File: src/rtl/core_pkg.sv
// Shared definitions for the 64-bit core: datapath width defaults,
// main-decoder ALU classes, R-type funct codes and ALU operation codes.
package core_pkg;

    localparam int XLEN_DEF = 64;
    localparam int REGW_DEF = 5;
    localparam int CNTW_DEF = 32;

    // Operation codes understood by ALU_64_bit on its ALUOp input.
    typedef enum logic [3:0] {
        ALU_AND     = 4'b0000,
        ALU_OR      = 4'b0001,
        ALU_ADD     = 4'b0010,
        ALU_SUB     = 4'b0110,
        ALU_NOR     = 4'b1100,
        ALU_INVALID = 4'b1111
    } alu_ctl_e;

    // Instruction class produced by the main decoder.
    typedef enum logic [1:0] {
        ALUOP_MEM    = 2'b00,
        ALUOP_BRANCH = 2'b01,
        ALUOP_RTYPE  = 2'b10,
        ALUOP_NOR    = 2'b11
    } alu_op_e;

    // R-type funct codes, {instr[30], instr[14:12]}.
    localparam logic [3:0] FUNCT_ADD = 4'b0000;
    localparam logic [3:0] FUNCT_SUB = 4'b1000;
    localparam logic [3:0] FUNCT_AND = 4'b0111;
    localparam logic [3:0] FUNCT_OR  = 4'b0110;

endpackage : core_pkg

File: src/rtl/alu_ctl_decode.sv
// ALU control decoder: maps the main-decoder class and the R-type funct bits
// to a 4-bit ALU operation. Purely combinational so the single-cycle datapath
// can reuse it unchanged.
module alu_ctl_decode
    import core_pkg::*;
(
    input  logic [1:0] alu_op,
    input  logic [3:0] funct,
    output logic [3:0] alu_ctl,
    output logic       illegal
);

    // Select the ALU operation; unknown R-type funct yields INVALID and illegal.
    always_comb begin
        // NOTE: every output gets a default before the case so no path leaves it unassigned, which would infer a latch.
        alu_ctl = ALU_ADD;
        illegal = 1'b0;
        case (alu_op_e'(alu_op))
            ALUOP_MEM:    alu_ctl = ALU_ADD;
            ALUOP_BRANCH: alu_ctl = ALU_SUB;
            ALUOP_NOR:    alu_ctl = ALU_NOR;
            ALUOP_RTYPE: begin
                case (funct)
                    FUNCT_ADD: alu_ctl = ALU_ADD;
                    FUNCT_SUB: alu_ctl = ALU_SUB;
                    FUNCT_AND: alu_ctl = ALU_AND;
                    FUNCT_OR:  alu_ctl = ALU_OR;
                    default: begin
                        alu_ctl = ALU_INVALID;
                        illegal = 1'b1;
                    end
                endcase
            end
            default: alu_ctl = ALU_ADD;
        endcase
    end

endmodule : alu_ctl_decode

File: src/rtl/id_ex_stage_reg.sv
// ID/EX pipeline register. Captures decoded operands and control, registers
// the decoded ALU operation and operand B, and supports stall, flush and a
// saturating stalled-cycle counter. Edge priority: reset > flush > stall > load.
module id_ex_stage_reg
    import core_pkg::*;
#(
    parameter int XLEN = XLEN_DEF,
    parameter int REGW = REGW_DEF,
    parameter int CNTW = CNTW_DEF
) (
    input  logic            clk,
    input  logic            reset,
    input  logic            in_valid,
    input  logic            stall,
    input  logic            flush,
    input  logic [XLEN-1:0] id_pc,
    input  logic [XLEN-1:0] id_rs1_data,
    input  logic [XLEN-1:0] id_rs2_data,
    input  logic [XLEN-1:0] id_imm,
    input  logic [REGW-1:0] id_rs1,
    input  logic [REGW-1:0] id_rs2,
    input  logic [REGW-1:0] id_rd,
    input  logic [3:0]      id_funct,
    input  logic [1:0]      id_alu_op,
    input  logic            id_alu_src,
    input  logic            id_mem_read,
    input  logic            id_mem_write,
    input  logic            id_reg_write,
    input  logic            id_mem_to_reg,
    input  logic            id_branch,
    output logic [XLEN-1:0] ex_pc,
    output logic [XLEN-1:0] ex_rs1_data,
    output logic [XLEN-1:0] ex_rs2_data,
    output logic [XLEN-1:0] ex_imm,
    output logic [REGW-1:0] ex_rs1,
    output logic [REGW-1:0] ex_rs2,
    output logic [REGW-1:0] ex_rd,
    output logic            ex_alu_src,
    output logic            ex_mem_read,
    output logic            ex_mem_write,
    output logic            ex_reg_write,
    output logic            ex_mem_to_reg,
    output logic            ex_branch,
    output logic            ex_valid,
    output logic [3:0]      ex_alu_ctl,
    output logic [XLEN-1:0] ex_alu_b,
    output logic            ex_illegal,
    output logic [CNTW-1:0] stall_count
);

    logic [3:0] dec_alu_ctl;
    logic       dec_illegal;

    alu_ctl_decode u_alu_ctl_decode (
        .alu_op  (id_alu_op),
        .funct   (id_funct),
        .alu_ctl (dec_alu_ctl),
        .illegal (dec_illegal)
    );

    logic [XLEN-1:0] pc_q, rs1_data_q, rs2_data_q, imm_q, alu_b_q;
    logic [XLEN-1:0] pc_d, rs1_data_d, rs2_data_d, imm_d, alu_b_d;
    logic [REGW-1:0] rs1_q, rs2_q, rd_q, rs1_d, rs2_d, rd_d;
    logic [3:0]      alu_ctl_q, alu_ctl_d;
    logic            valid_q, illegal_q, alu_src_q, mem_read_q, mem_write_q;
    logic            valid_d, illegal_d, alu_src_d, mem_read_d, mem_write_d;
    logic            reg_write_q, mem_to_reg_q, branch_q;
    logic            reg_write_d, mem_to_reg_d, branch_d;
    logic [CNTW-1:0] stall_count_q, stall_count_d;

    // Next state: bubble on flush or invalid load, hold and count on stall, else capture.
    always_comb begin
        pc_d          = pc_q;
        rs1_data_d    = rs1_data_q;
        rs2_data_d    = rs2_data_q;
        imm_d         = imm_q;
        alu_b_d       = alu_b_q;
        rs1_d         = rs1_q;
        rs2_d         = rs2_q;
        rd_d          = rd_q;
        alu_ctl_d     = alu_ctl_q;
        valid_d       = valid_q;
        illegal_d     = illegal_q;
        alu_src_d     = alu_src_q;
        mem_read_d    = mem_read_q;
        mem_write_d   = mem_write_q;
        reg_write_d   = reg_write_q;
        mem_to_reg_d  = mem_to_reg_q;
        branch_d      = branch_q;
        stall_count_d = stall_count_q;

        if (flush || (!stall && !in_valid)) begin
            pc_d         = '0;
            rs1_data_d   = '0;
            rs2_data_d   = '0;
            imm_d        = '0;
            alu_b_d      = '0;
            rs1_d        = '0;
            rs2_d        = '0;
            rd_d         = '0;
            alu_ctl_d    = '0;
            valid_d      = 1'b0;
            illegal_d    = 1'b0;
            alu_src_d    = 1'b0;
            mem_read_d   = 1'b0;
            mem_write_d  = 1'b0;
            reg_write_d  = 1'b0;
            mem_to_reg_d = 1'b0;
            branch_d     = 1'b0;
        end else if (stall) begin
            if (stall_count_q != '1) begin
                stall_count_d = stall_count_q + CNTW'(1);
            end
        end else begin
            pc_d         = id_pc;
            rs1_data_d   = id_rs1_data;
            rs2_data_d   = id_rs2_data;
            imm_d        = id_imm;
            alu_b_d      = id_alu_src ? id_imm : id_rs2_data;
            rs1_d        = id_rs1;
            rs2_d        = id_rs2;
            rd_d         = id_rd;
            alu_ctl_d    = dec_alu_ctl;
            valid_d      = 1'b1;
            illegal_d    = dec_illegal;
            alu_src_d    = id_alu_src;
            mem_read_d   = id_mem_read;
            mem_write_d  = id_mem_write;
            reg_write_d  = id_reg_write;
            mem_to_reg_d = id_mem_to_reg;
            branch_d     = id_branch;
        end
    end

    // Register bank with synchronous reset that also clears the stall counter.
    always_ff @(posedge clk) begin
        // NOTE: state uses non-blocking assignments so every flop samples pre-edge values.
        if (reset) begin
            pc_q          <= '0;
            rs1_data_q    <= '0;
            rs2_data_q    <= '0;
            imm_q         <= '0;
            alu_b_q       <= '0;
            rs1_q         <= '0;
            rs2_q         <= '0;
            rd_q          <= '0;
            alu_ctl_q     <= '0;
            valid_q       <= 1'b0;
            illegal_q     <= 1'b0;
            alu_src_q     <= 1'b0;
            mem_read_q    <= 1'b0;
            mem_write_q   <= 1'b0;
            reg_write_q   <= 1'b0;
            mem_to_reg_q  <= 1'b0;
            branch_q      <= 1'b0;
            stall_count_q <= '0;
        end else begin
            pc_q          <= pc_d;
            rs1_data_q    <= rs1_data_d;
            rs2_data_q    <= rs2_data_d;
            imm_q         <= imm_d;
            alu_b_q       <= alu_b_d;
            rs1_q         <= rs1_d;
            rs2_q         <= rs2_d;
            rd_q          <= rd_d;
            alu_ctl_q     <= alu_ctl_d;
            valid_q       <= valid_d;
            illegal_q     <= illegal_d;
            alu_src_q     <= alu_src_d;
            mem_read_q    <= mem_read_d;
            mem_write_q   <= mem_write_d;
            reg_write_q   <= reg_write_d;
            mem_to_reg_q  <= mem_to_reg_d;
            branch_q      <= branch_d;
            stall_count_q <= stall_count_d;
        end
    end

    assign ex_pc         = pc_q;
    assign ex_rs1_data   = rs1_data_q;
    assign ex_rs2_data   = rs2_data_q;
    assign ex_imm        = imm_q;
    assign ex_rs1        = rs1_q;
    assign ex_rs2        = rs2_q;
    assign ex_rd         = rd_q;
    assign ex_alu_src    = alu_src_q;
    assign ex_mem_read   = mem_read_q;
    assign ex_mem_write  = mem_write_q;
    assign ex_reg_write  = reg_write_q;
    assign ex_mem_to_reg = mem_to_reg_q;
    assign ex_branch     = branch_q;
    assign ex_valid      = valid_q;
    assign ex_alu_ctl    = alu_ctl_q;
    assign ex_alu_b      = alu_b_q;
    assign ex_illegal    = illegal_q;
    assign stall_count   = stall_count_q;

endmodule : id_ex_stage_reg

File: config.mk
export PLATFORM = sky130hd
export DESIGN_NAME = id_ex_stage_reg
export DESIGN_NICKNAME = d
export VERILOG_FILES = /design/src/rtl/core_pkg.sv /design/src/rtl/alu_ctl_decode.sv /design/src/rtl/id_ex_stage_reg.sv
export SDC_FILE = /design/constraint.sdc
export NUM_CORES = 1
export LEC_CHECK = 0
export BUFFER_PORTS_ARGS = -buffer_cell sky130_fd_sc_hd__buf_2
export CAP_MARGIN = 20
export CORE_AREA = 5 5 254 256
export DETAILED_ROUTE_END_ITERATION = 7
export DIE_AREA = 0 0 259 261
export GPL_TIMING_DRIVEN = 1
export SLEW_MARGIN = 20
export SYNTH_ARGS = -nofsm -noshare
export SYNTH_HDL_FRONTEND = slang
export SYNTH_SLANG_ARGS = --single-unit
export TNS_END_PERCENT = 10
File: constraint.sdc
create_clock -name clk -period 5.6 [get_ports clk]
set_input_delay 1.4 -clock clk [delete_from_list [all_inputs] [get_ports clk]]
set_output_delay 1.4 -clock clk [all_outputs]
set_load 0.01 [all_outputs]
==> run summary <==
status - completed
wire per inst - 17.0 microns
Seq cells post-synth - 379
H-Tree Depth - 2
peak supply drop - 0.191 mV
DP Cell Count - 2,897
Final Hold Violating Endpoints - 0
largest net degree at the start of global routing - 160
Async S/R FF share, synth - 0%
Power per Cell Area - 307 nW/um^2
largest area contributor in the netlist - dfxtp_1
relative slew slack - 25.6%
Final min period - 3.02 ns
hold_buf cts - 0
setup TNS - 0 ns
Setup Fix Bufs, Post-CTS - 0
Vias - 12,600
Vias/cell - 4.25
IO Port Bufs - 666
Worst path slowest cell - buf_8
layout cells sized above 1 - 35.6%
Initial Utilization - 23.2%
net switching power - 1.48 mW
final worst-path cycle share - 54.0%
Final Non-Filler Cells - 2,971
nets@finish - 2,385
post-route antenna net violation count - 0
met3 Resource Use GR - 5.96%
Required @ worst endpoint - 6.07 ns
Global Route met2 Usage - 23.8%
crit start category - primary input
GR Overflow Total - 0
total CTS buffers - 43
vias in the first global route - 12,200
Int Power - 4.62 mW
Top FF cell, synth - dfxtp_1
CP cell instances - buf_8 -> and2b_2 -> nand4_4 -> or3_1 -> or4_1 -> a21oi_1
FF/Latch Area - 7590 sq um
grt met1 use - 15.9%
clock skew - 0.00678 ns
CP Class - in2reg
Post-DP HPWL - 38.2 mm
Post-Synthesis Cells - 1,476
Root Buffer - clkbuf_16
syn nets - 1,765
Max Fanout on Critical Path - 85
GRT Overall Usage - 13.8%
DR iter-0 viols - 582
RSZ-0062 raised after global routing - false
Max-Cap Viols - 0
count of filler cells inserted in the layout - 6,631
num ports - 667
CP peak stage delay - 0.53 ns
syn avg cell area - 9.77 sq um
sw frac - 24.3%
Finished Cell Area - 19,900 sq um
number of buffers on the longest clock path - 3
worst min path class - reg2reg
Synth top area share - 52.6%
DRC Markers - 0
measured slew at the worst slew-check pin - 1.12 ns
leakage - 9.87 nW
total core area - 62,300 sq um
DR pass1 iterations - 4
Post-synth top cells - 425 x nor2_1, 379 x dfxtp_1, 342 x mux2i_1
sequential share of power - 46.0%
clock network power share - 44.3%
Crit. End Element - flop
cell area after synthesis - 14,400 sq um
Comb power frac - 9.8%
clock-pin slew on the worst setup and hold paths - 0.06 ns
# rows - 92
Min Hold Slack - 0.444 ns
clock sink count - 379
largest cells by area after synthesis - dfxtp_1 53%, mux2i_1 24%, nor2_1 11%
Die Ht - 261 microns
Setup-failing EPs final - 0
Syn-to-layout area delta - 37.9%
multi-input combinational cell area - 6420 sq um
Cell variety after synth - 50
worst hold stages - 2
first-pass GRT wire length - 74.0 mm
Placer Congestion - 0.797
GRT busiest layer - met2
die area - 67,600 sq um
area post-placement - 18,500 sq um
sequential area share after synthesis - 52.6%
final slew viol count - 0
crit path DAT - 3.49 ns
Yosys Warn Count - 0
top-count cell post-synth - nor2_1
clk_lat worst skew - 0.54 ns
Post-synth EDFFs - 0
drt total wl - 50.5 mm
f_max - 0.331 GHz
Post-CTS Resized - 0
Die X - 259 microns
initial antenna violation count - 12
CTS tree - yes
Register-to-Register Path Depth - 6
-- worst paths after layout --
path / end / slack, ns / startpoint
setup / recovery: stall_count[28] / 2.58 / stall
hold reg to reg: ex_valid / 0.44 / ex_valid
setup reg to reg: stall_count[28] / 3.44 / stall_count[0]
hold / removal: ex_valid / 0.44 / ex_valid
-- placed cells by master (no fill, tap or decap), types with 8 or more instances in the layout --
master,instances
clkbuf_16,43
buf_2,664
clkbuf_8,10
a21oi_1,89
nand4_1,8
or3_1,8
clkinv_2,9
nand2_1,11
nor2_1,425
mux2i_1,342
dfxtp_1,379
nand3_1,17
o21ai_0,12
o31ai_1,9
xnor2_1,9
-- critical path: cells and delay by family --
family / cells / cell delay [ns]
AND/OR/NAND/NOR: 4 / 1.39
AO/OA/AOI/OAI: 1 / 0.16
buffers and inverters: 1 / 0.53
-- kinds of logic (layout without fill, tap and decap cells) --
group                      Yosys count  count (layout)  share of synthesized area [%]
AOI/OAI and AO/OA                  124             124                           4.74
xor gates and xnor gates            10              10                          0.607
adders and majority gates            1               1                         0.0868
buffers and inverters              104             751                           2.99
DFF                                379             379                           52.6
muxes                              344             344                           23.9
other                                0               2                              0
and+or+nand+nor                    514             514                           15.1
-- cell type report --
cell class                 instances  area share, %
tap                              846           5.32
inverter                           3         0.0566
timing repair buffer             676           17.5
multi-input combinational        993           32.3
clock buffer                      59           6.22
antenna                            2         0.0252
sequential                       379           38.2
clock inverter                    13          0.497
-- per-layer routing --
metal  share of wire (%)  wire length [microns]
met1                  39                  19600
met2                  49                  24600
met3                  10                   5210
met4                 2.0                   1020
met5               0.061                     31
-- power by group through the flow --
stage | clock [mW] | sequential [mW] | combinational (mW)
2_1_floorplan | 0 | 2.89 | 0.304
3_3_place_gp | 0 | 2.86 | 0.602
3_5_place_dp | 0 | 2.86 | 0.603
4_1_cts | 2.79 | 2.80 | 0.605
5_1_grt | 2.92 | 2.81 | 0.657
6_report | 2.70 | 2.80 | 0.597
-- stage by stage --
| step | total power, mW | util [%] | worst slack, ns |
|---|---|---|---|
| final | 6.10 | 31.9 | 2.58 |
| after global routing | 6.39 | 31.9 | 2.42 |
| after CTS | 6.20 | 31.9 | 2.64 |
| after detailed placement | 3.46 | 29.8 | 2.04 |
| after global placement | 3.46 | 29.8 | 2.03 |
| after floorplan | 3.20 | - | 2.75 |
Note: power is estimated with default switching activity, not from simulation.
